File: config.mk
export PLATFORM = sky130hd
export DESIGN_NAME = sys_bus_arbiter
export DESIGN_NICKNAME = d
export VERILOG_FILES = /design/src/rtl/sys_bus_pkg.sv /design/src/rtl/bus_rr_arbiter.sv /design/src/rtl/sys_bus_arbiter.sv
export SDC_FILE = /design/constraint.sdc
export NUM_CORES = 1
export LEC_CHECK = 0
export CAP_MARGIN = 40
export CORE_AREA = 2 2 201 203
export CTS_BUF_LIST = sky130_fd_sc_hd__clkbuf_4 sky130_fd_sc_hd__clkbuf_8 sky130_fd_sc_hd__clkbuf_16
export CTS_CLUSTER_DIAMETER = 150
export CTS_CLUSTER_SIZE = 12
export DETAILED_ROUTE_END_ITERATION = 10
export DIE_AREA = 0 0 203 205
export GPL_ROUTABILITY_DRIVEN = 0
export SYNTH_ARGS = -nofsm -noshare
export SYNTH_HDL_FRONTEND = slang
export SYNTH_SLANG_ARGS = --single-unit
File: constraint.sdc
create_clock -name clk_i -period 3.2 [get_ports clk_i]
set_clock_uncertainty 0.05 [all_clocks]
set_input_delay 0.64 -clock clk_i [delete_from_list [all_inputs] [get_ports clk_i]]
set_output_delay 0.64 -clock clk_i [all_outputs]
set_load 0.01 [all_outputs]
File: src/rtl/sys_bus_pkg.sv
// sys_bus_pkg: shared types for the system-bus arbiter.
// FSM states, the latched command bundle and the slot-field width.
package sys_bus_pkg;

  localparam int SLOT_W = 8;

  typedef enum logic [1:0] {
    IDLE,
    ACCESS,
    RESP
  } bus_state_e;

  typedef struct packed {
    logic        we;
    logic [3:0]  be;
    logic [31:0] addr;
    logic [31:0] wd;
  } bus_cmd_t;

endpackage

File: src/rtl/bus_rr_arbiter.sv
// bus_rr_arbiter: two-way round-robin grant.
// last points at the most recently granted master.
module bus_rr_arbiter (
  input  logic       clk,
  input  logic       rst_n,
  input  logic       en,
  input  logic [1:0] req,
  output logic       gnt,
  output logic       gnt_vld
);

  logic last;

  assign gnt_vld = |req;

  always_comb begin
    gnt = 1'b0;
    unique case (1'b1)
      (req == 2'b11): gnt = ~last;
      (req == 2'b10): gnt = 1'b1;
      default:        gnt = 1'b0;
    endcase
  end

  // Reset to 1 so master 0 wins the first tie.
  always_ff @(posedge clk or negedge rst_n) begin
    if (!rst_n) begin
      last <= 1'b1;
    end else if (en && gnt_vld) begin
      last <= gnt;
    end
  end

endmodule

File: src/rtl/sys_bus_arbiter.sv
// sys_bus_arbiter: two-master system bus with slot decode,
// ready wait, read-data mux and unmapped/timeout errors.
module sys_bus_arbiter
  import sys_bus_pkg::*;
#(
  parameter int SLV_NUM = 8,
  parameter int TIMEOUT = 15
) (
  input  logic                  clk_i,
  input  logic                  resetn_i,
  input  logic [1:0]            m_req_i,
  input  logic [1:0]            m_we_i,
  input  logic [7:0]            m_be_i,
  input  logic [63:0]           m_addr_i,
  input  logic [63:0]           m_wd_i,
  output logic [31:0]           m_rd_o,
  output logic [1:0]            m_ready_o,
  output logic                  m_err_o,
  output logic [SLV_NUM-1:0]    s_req_o,
  output logic                  s_we_o,
  output logic [3:0]            s_be_o,
  output logic [31:0]           s_addr_o,
  output logic [31:0]           s_wd_o,
  input  logic [SLV_NUM*32-1:0] s_rd_i,
  input  logic [SLV_NUM-1:0]    s_ready_i
);

  localparam int IDX_W =
    (SLV_NUM > 1) ? $clog2(SLV_NUM) : 1;
  localparam int CNT_W = $clog2(TIMEOUT + 1);

  bus_state_e        state;
  bus_cmd_t          cmd;
  logic              gnt_q;
  logic              gnt;
  logic              gnt_vld;
  logic [CNT_W-1:0]  cnt;
  logic [SLOT_W-1:0] slot;
  logic [IDX_W-1:0]  slot_idx;
  logic              slot_ok;
  logic              hit;
  logic              tmo;
  logic [31:0]       rd_sel;

  assign slot     = cmd.addr[31:24];
  assign slot_idx = slot[IDX_W-1:0];
  assign slot_ok  =
    {1'b0, slot} < (SLOT_W + 1)'(SLV_NUM);
  assign hit      = slot_ok && s_ready_i[slot_idx];
  assign tmo      = cnt == CNT_W'(TIMEOUT - 1);
  assign rd_sel   = s_rd_i[{slot_idx, 5'd0} +: 32];

  assign s_we_o   = cmd.we;
  assign s_be_o   = cmd.be;
  assign s_wd_o   = cmd.wd;
  assign s_addr_o = {8'd0, cmd.addr[23:0]};

  // Decoded from state so an async reset drops it at once.
  always_comb begin
    s_req_o = '0;
    if (state == ACCESS && slot_ok) begin
      s_req_o[slot_idx] = 1'b1;
    end
  end

  bus_rr_arbiter u_arb (
    .clk     (clk_i),
    .rst_n   (resetn_i),
    .en      (state == IDLE),
    .req     (m_req_i),
    .gnt     (gnt),
    .gnt_vld (gnt_vld)
  );

  always_ff @(posedge clk_i or negedge resetn_i) begin
    if (!resetn_i) begin
      state     <= IDLE;
      cmd       <= '0;
      gnt_q     <= 1'b0;
      cnt       <= '0;
      m_ready_o <= '0;
      m_rd_o    <= '0;
      m_err_o   <= 1'b0;
    end else begin
      unique case (state)
        IDLE: begin
          if (gnt_vld) begin
            gnt_q <= gnt;
            cmd   <= '{
              we:   m_we_i[gnt],
              be:   m_be_i[{gnt, 2'b00} +: 4],
              addr: m_addr_i[{gnt, 5'd0} +: 32],
              wd:   m_wd_i[{gnt, 5'd0} +: 32]
            };
            cnt   <= '0;
            state <= ACCESS;
          end
        end
        ACCESS: begin
          if (!slot_ok || hit || tmo) begin
            state     <= RESP;
            m_ready_o <= {gnt_q, ~gnt_q};
            m_err_o   <= ~hit;
            m_rd_o    <= (hit && !cmd.we) ? rd_sel : '0;
          end else if (cnt != '1) begin
            cnt <= cnt + 1'b1;
          end
        end
        RESP: begin
          m_ready_o <= '0;
          m_rd_o    <= '0;
          m_err_o   <= 1'b0;
          state     <= IDLE;
        end
        default: state <= IDLE;
      endcase
    end
  end

endmodule

* Word level (Yosys, flattened, before mapping)
Index checks and enable logic that the tools add are counted.
W data, S select, Z words.
** Storage, ports and cells
- Bits in registers :: 112
- Input port bits :: 406
- Output and inout bits :: 112
- Word-level logic and storage cells :: 72
** Cells by class
- $add $sub $neg :: 1
- Magnitude comparators :: 4
- Eq/ne operators :: 10
- Shift-type cells :: 4
- Multiplexer cells :: 22
- Bitwise gates (word level) :: 3
- Reduce and logical (&&, ||, !) cells :: 17
** Operators with widths (count)
- $shiftx A256 B9 Y32 :: 1
- $shiftx A64 B7 Y32 :: 2
- $mux W32 :: 2
- $pmux W32 S2 :: 1
- $mux W4 :: 3
- $lt A8 B4 Y1 const B :: 1
- $mux W8 :: 1
- $pmux W2 S2 :: 2
- $pmux W4 S2 :: 1
- $shiftx A8 B4 Y4 :: 1
- $eq A2 B2 Y1 const B :: 3
- $mux W2 :: 3
- $reduce_and A2 Y1 :: 3
- $logic_and A1 B1 Y1 :: 5
- $mux W1 :: 5
- $add A4 B1 Y4 const B :: 1
- $eq A4 B4 Y1 const B :: 1
- $lt A3 B4 Y1 const B :: 1
- $ne A2 B1 Y1 const B :: 2
- $ne A2 B2 Y1 const B :: 2
- $ne A4 B4 Y1 const B :: 1
- $pmux W1 S2 :: 2
- $reduce_and A4 Y1 :: 1
- $reduce_bool A2 Y1 :: 2
- other kinds (10) :: 14

* Depth between registers and ports, before layout
- Word-level depth :: 7
- Gate-level depth with buffers :: 7
- Gate-level depth less buffers :: 6

* Hierarchy
A second synthesis with hierarchy kept.
** Second synthesis, totals
- Cells, all modules :: 684
- Area, all modules :: 7703.6 µm²
** By module, submodules not included
- sys_bus_arbiter :: times used 1, cells each 679, area each 7652.3 µm², sequential area each 2777.7 µm²
- bus_rr_arbiter :: times used 1, cells each 5, area each 51.3 µm², sequential area each 26.3 µm²

* Worst setup path before layout
Ideal clock, no wire load.
- Path type :: register to output
- Start :: register cmd[58] (netlist bit)
- End :: output port s_req_o[6]
- Arrival :: 1589 ps
- Data required time :: 2510 ps
- Slack :: 921 ps
- Stages on the path, launching flop included :: 6
- Path buffers :: 3
- Cell sequence :: dfrtp_1 -> buf_2 -> clkbuf_1 -> buf_1 -> nand2_1 -> nor3_1
** On the way
- Word-level cells in the longest chain between the ends :: 5
- Elaborated cells between the ends (all ways) :: 8
- Those cells by class :: order compare (3); mux (3); reduce/logical (2)
** Ends and longest elaborated chain
- from (decl) :: line sys_bus_arbiter.sv:33 : bus_cmd_t cmd;
- from (signal assigned) :: line sys_bus_arbiter.sv:89 : cmd <= '{
- $lt A3 B4 Y1 (not written as such) / $ge A3 B1 Y1 (equally long branches) :: line sys_bus_arbiter.sv:62 : s_req_o[slot_idx] = 1'b1;
- $logic_and A1 B1 Y1 (not written as such) :: line sys_bus_arbiter.sv:62
- $mux W1 (not written as such) :: line sys_bus_arbiter.sv:62
- $demux W1 S3 :: line sys_bus_arbiter.sv:62
- $mux W8 * :: line sys_bus_arbiter.sv:61 : if (state == ACCESS && slot_ok) begin
- to (decl) :: line sys_bus_arbiter.sv:19 : output logic [SLV_NUM-1:0] s_req_o,
Mark *: on every way between the ends. The rest lies on a longest branch, timed or not.

* Final worst setup path
- Start :: register cmd[59] (netlist bit)
- End :: output port s_req_o[1]
** On the way
- Word-level cells in the longest chain between the ends :: 3
** Ends and longest elaborated chain
- $lt A8 B4 Y1 :: line sys_bus_arbiter.sv:48 : {1'b0, slot} < (SLOT_W + 1)'(SLV_NUM);
- $logic_and A1 B1 Y1 :: line sys_bus_arbiter.sv:61
- $mux W8 :: line sys_bus_arbiter.sv:61
No other way between the ends.

==> results.md <==
* Status: finished clean
* Starting Density at 0.190
* RSZ-0062 raised after global routing: no
* Layout cells sized above 1 at 0.109
* DR vias at 6867
* Placed Area at 12700 um^2
* Final Cycle Share at 0.913
* Syn_area_per_cell at 11.6 um^2
* Reg2reg setup slack at 0.79 ns
* Drt drc at 0
* Peak Freq at 342 MHz
* Inserted Clock Buffers at 9
* Routed Wire Length at 31800 um
* Post-synthesis register bit count at 112
* Design Area, Final at 13000 um^2
* Pre-CTS WS at 0.462 ns
* Core box area at 39400 um^2
* Cells after Synth at 649
* Actual slew at the worst max-slew pin at 0.604 ns
* Critical path required time at 2.51 ns
* Crit. Startpoint: cmd[59]
* Pins Over Slew Limit at 0
* Setup TNS at 0 ns
* Layout Area Growth over Synthesis at 73.3%
* Setup crit start kind: flop
* Dpl cells at 1583
* IO buf count at 509
* Pleak at 5.02 nW
* Final min period at 2.92 ns
* Cell row count at 73
* Die height at 205 um
* Total GRT Usage at 0.147
* Hold crit path type: in2async
* NumNets Final at 1477
* Fillers at 3980
* Max_slew headroom at 0.598
* TritonCTS clock tree: yes
* Pin count of the biggest net entering global routing at 138
* Initial drt markers at 356
* EDFF count, synth at 0
* DR pass1 iterations at 4
* Worst r2r src: cmd[56]
* Ys flop type: dfrtp_1
* PwrDens at 643 nW/um^2
* Clock Tree Root: clkbuf_16
* Worst path cell trace: nor3b_1 -> nand3_1 -> nor3_1 -> clkdlybuf4s50_1
* Max-Cap Viols at 0
* Final Hold Fails at 0
* VDD IR-drop max at 0.450 mV
* Die Span X at 203 um
* Post-CTS Hold Buffers at 0
* Post-synthesis cell area at 7500 um^2
* Vias in the first global route at 6967
* Clk slew on worst S/H paths at 0.08 ns
* Worst Setup End Kind: primary output
* Critical Path Max Stage Delay at 0.58 ns
* Final antenna-violating net count at 0
* Mean routed wirelength per cell at 19.8 um
* Async SR Flop Fraction at 1.00
* Post-detail-place hpwl at 26100 um
* Initial antenna violation count at 5
* Reg2Reg Depth at 4
* GRT overflow at 0
* Vias/cell at 4.29
* Total power at 0.00836 W
* Slowest-stage cell, CP: clkdlybuf4s50_1
* Yosys warns at 0
* CTS H-Tree Depth at 3
* Sequential-to-total area share from yosys stat at 0.374
* Synth unique cells at 46
* I/O Pins at 518
* Setup-failing EPs final at 0
* Resized Gates After CTS at 0
* Critical path peak fanout at 7
* First-pass GRT wire length at 45300 um
* Finished Layout Cells at 1600
* Final WS setup at 0.277 ns
* Clk_lat worst skew at 0.36 ns
* Crit Path Category: reg2out
* Reg-to-Reg End: m_rd_o[1]
* Clock sinks at 112
* Post-CTS setup buffer count at 0
* CP Capture Point: s_req_o[1]
* WP data arrival at 2.23 ns
* Die ar. at 41600 um^2
* Max clock buf depth at 2
==> layout make-up <==
type                       instances  area [um^2]  share of cell area
tap                              525          657              0.0505
inverter                           5         18.8             0.00144
clock buffer                      15          295              0.0227
clock inverter                     1         8.76            0.000674
multi-input combinational        420         3960               0.304
sequential                       112         2810               0.216
timing repair buffer             521         5250               0.404
antenna                            1         2.50            0.000193
==> stage by stage <==
stage / util / hold WS, ns
final: 0.330 / 0.140
after global routing: 0.330 / 0.154
after CTS: 0.330 / 0.142
after detailed placement: 0.322 / 0.424
after global placement: 0.322 / 0.422
after floorplan: - / 0.294
==> logic make-up (layout without fill, tap and decap cells) <==
group	after synthesis	count (layout)	synth area share
AOI/OAI and AO/OA	122	122	0.104
adders and majority gates	2	2	0.00334
buffers and inverters	124	542	0.104
DFF	112	112	0.374
muxes	175	175	0.345
other	1	9	0.000500
and+or+nand+nor	113	113	0.0691
==> layout by cell type (no fill, tap or decap), drive strengths merged, types with 2 or more instances in the layout <==
cell type,n
clkbuf,15
a31oi,2
dfrtp,111
o2bb2ai,30
nand4,3
a22o,3
nor4,5
ha,2
or3,2
nand2,5
clkdlybuf4s50,508
nand3,2
buf,13
inv,5
conb,8
mux4,66
nor2,77
o22a,2
a21oi,73
nor2b,2
nand2b,3
and3,2
mux2,6
nor3,6
or2,2
o21ai,4
mux2i,103
==> how the worst min path moves through the flow <==
stage / endpoint / slack, ns / depth (start not counted)
3_5_place_dp: m_rd_o[10] / 0.42 / 1
4_1_cts: m_rd_o[31] / 0.14 / 1
2_1_floorplan: cmd[56] / 0.29 / 0
6_report: m_rd_o[31] / 0.14 / 1
5_1_grt: m_rd_o[28] / 0.15 / 1
3_3_place_gp: m_rd_o[0] / 0.42 / 1
==> cell usage after synthesis, types with 2 or more instances <==
cell         n  area, um^2
buf_1        4        15.0
buf_2       14        70.1
nor2b_1      2        12.5
and3_1       2        12.5
dfrtp_1    111        2780
or2_2        2        12.5
a31oi_1      2        12.5
nor4_1       5        31.3
nand4_1      3        18.8
buf_6        4        45.0
mux2_2       6        67.6
nand2b_1     3        18.8
nor3_1       5        25.0
a22o_1       3        26.3
clkbuf_1    27         101
a21oi_1     73         365
mux2i_1    103        1030
o22a_1       2        17.5
o21ai_0      4        20.0
o2bb2ai_1   29         254
nor2_1      77         289
nand2_1      5        18.8
buf_4       69         518
inv_1        5        18.8
nand3_1      2        10.0
mux4_2      66        1490
ha_1         2        25.0
==> per-layer routing <==
layer  up-vias  track usage  part of all wire
met2       270        0.247              0.50
li1       3195            -                 -
met4         4       0.0305             0.010
met5         -            0           0.00085
met3        18       0.0340             0.063
met1      3380        0.194              0.42
==> report_power, final <==
group	internal [W]	switching, W
clock network	0.000636	0.000554
logic	0.00262	0.00224
registers	0.00191	0.000397
total	0.00517	0.00319
==> sequential cells by signal, indices dropped and copies added, names as in the netlist <==
signal and count:
s_wd_o 32, m_ready_o 2, state 2, s_we_o 1, u_arb.last 1, s_addr_o 24
m_err_o 1, cmd 8, gnt_q 1, s_be_o 4, m_rd_o 32, cnt 4
==> worst max-delay path, delay by kind of cell, from the launching register on <==
family,cells,cell delay [ns]
flip-flops,1,0.47
buffers and inverters,1,0.58
AND/OR/NAND/NOR,3,0.83
No activity file was read; power rests on OpenSTA's default activity.
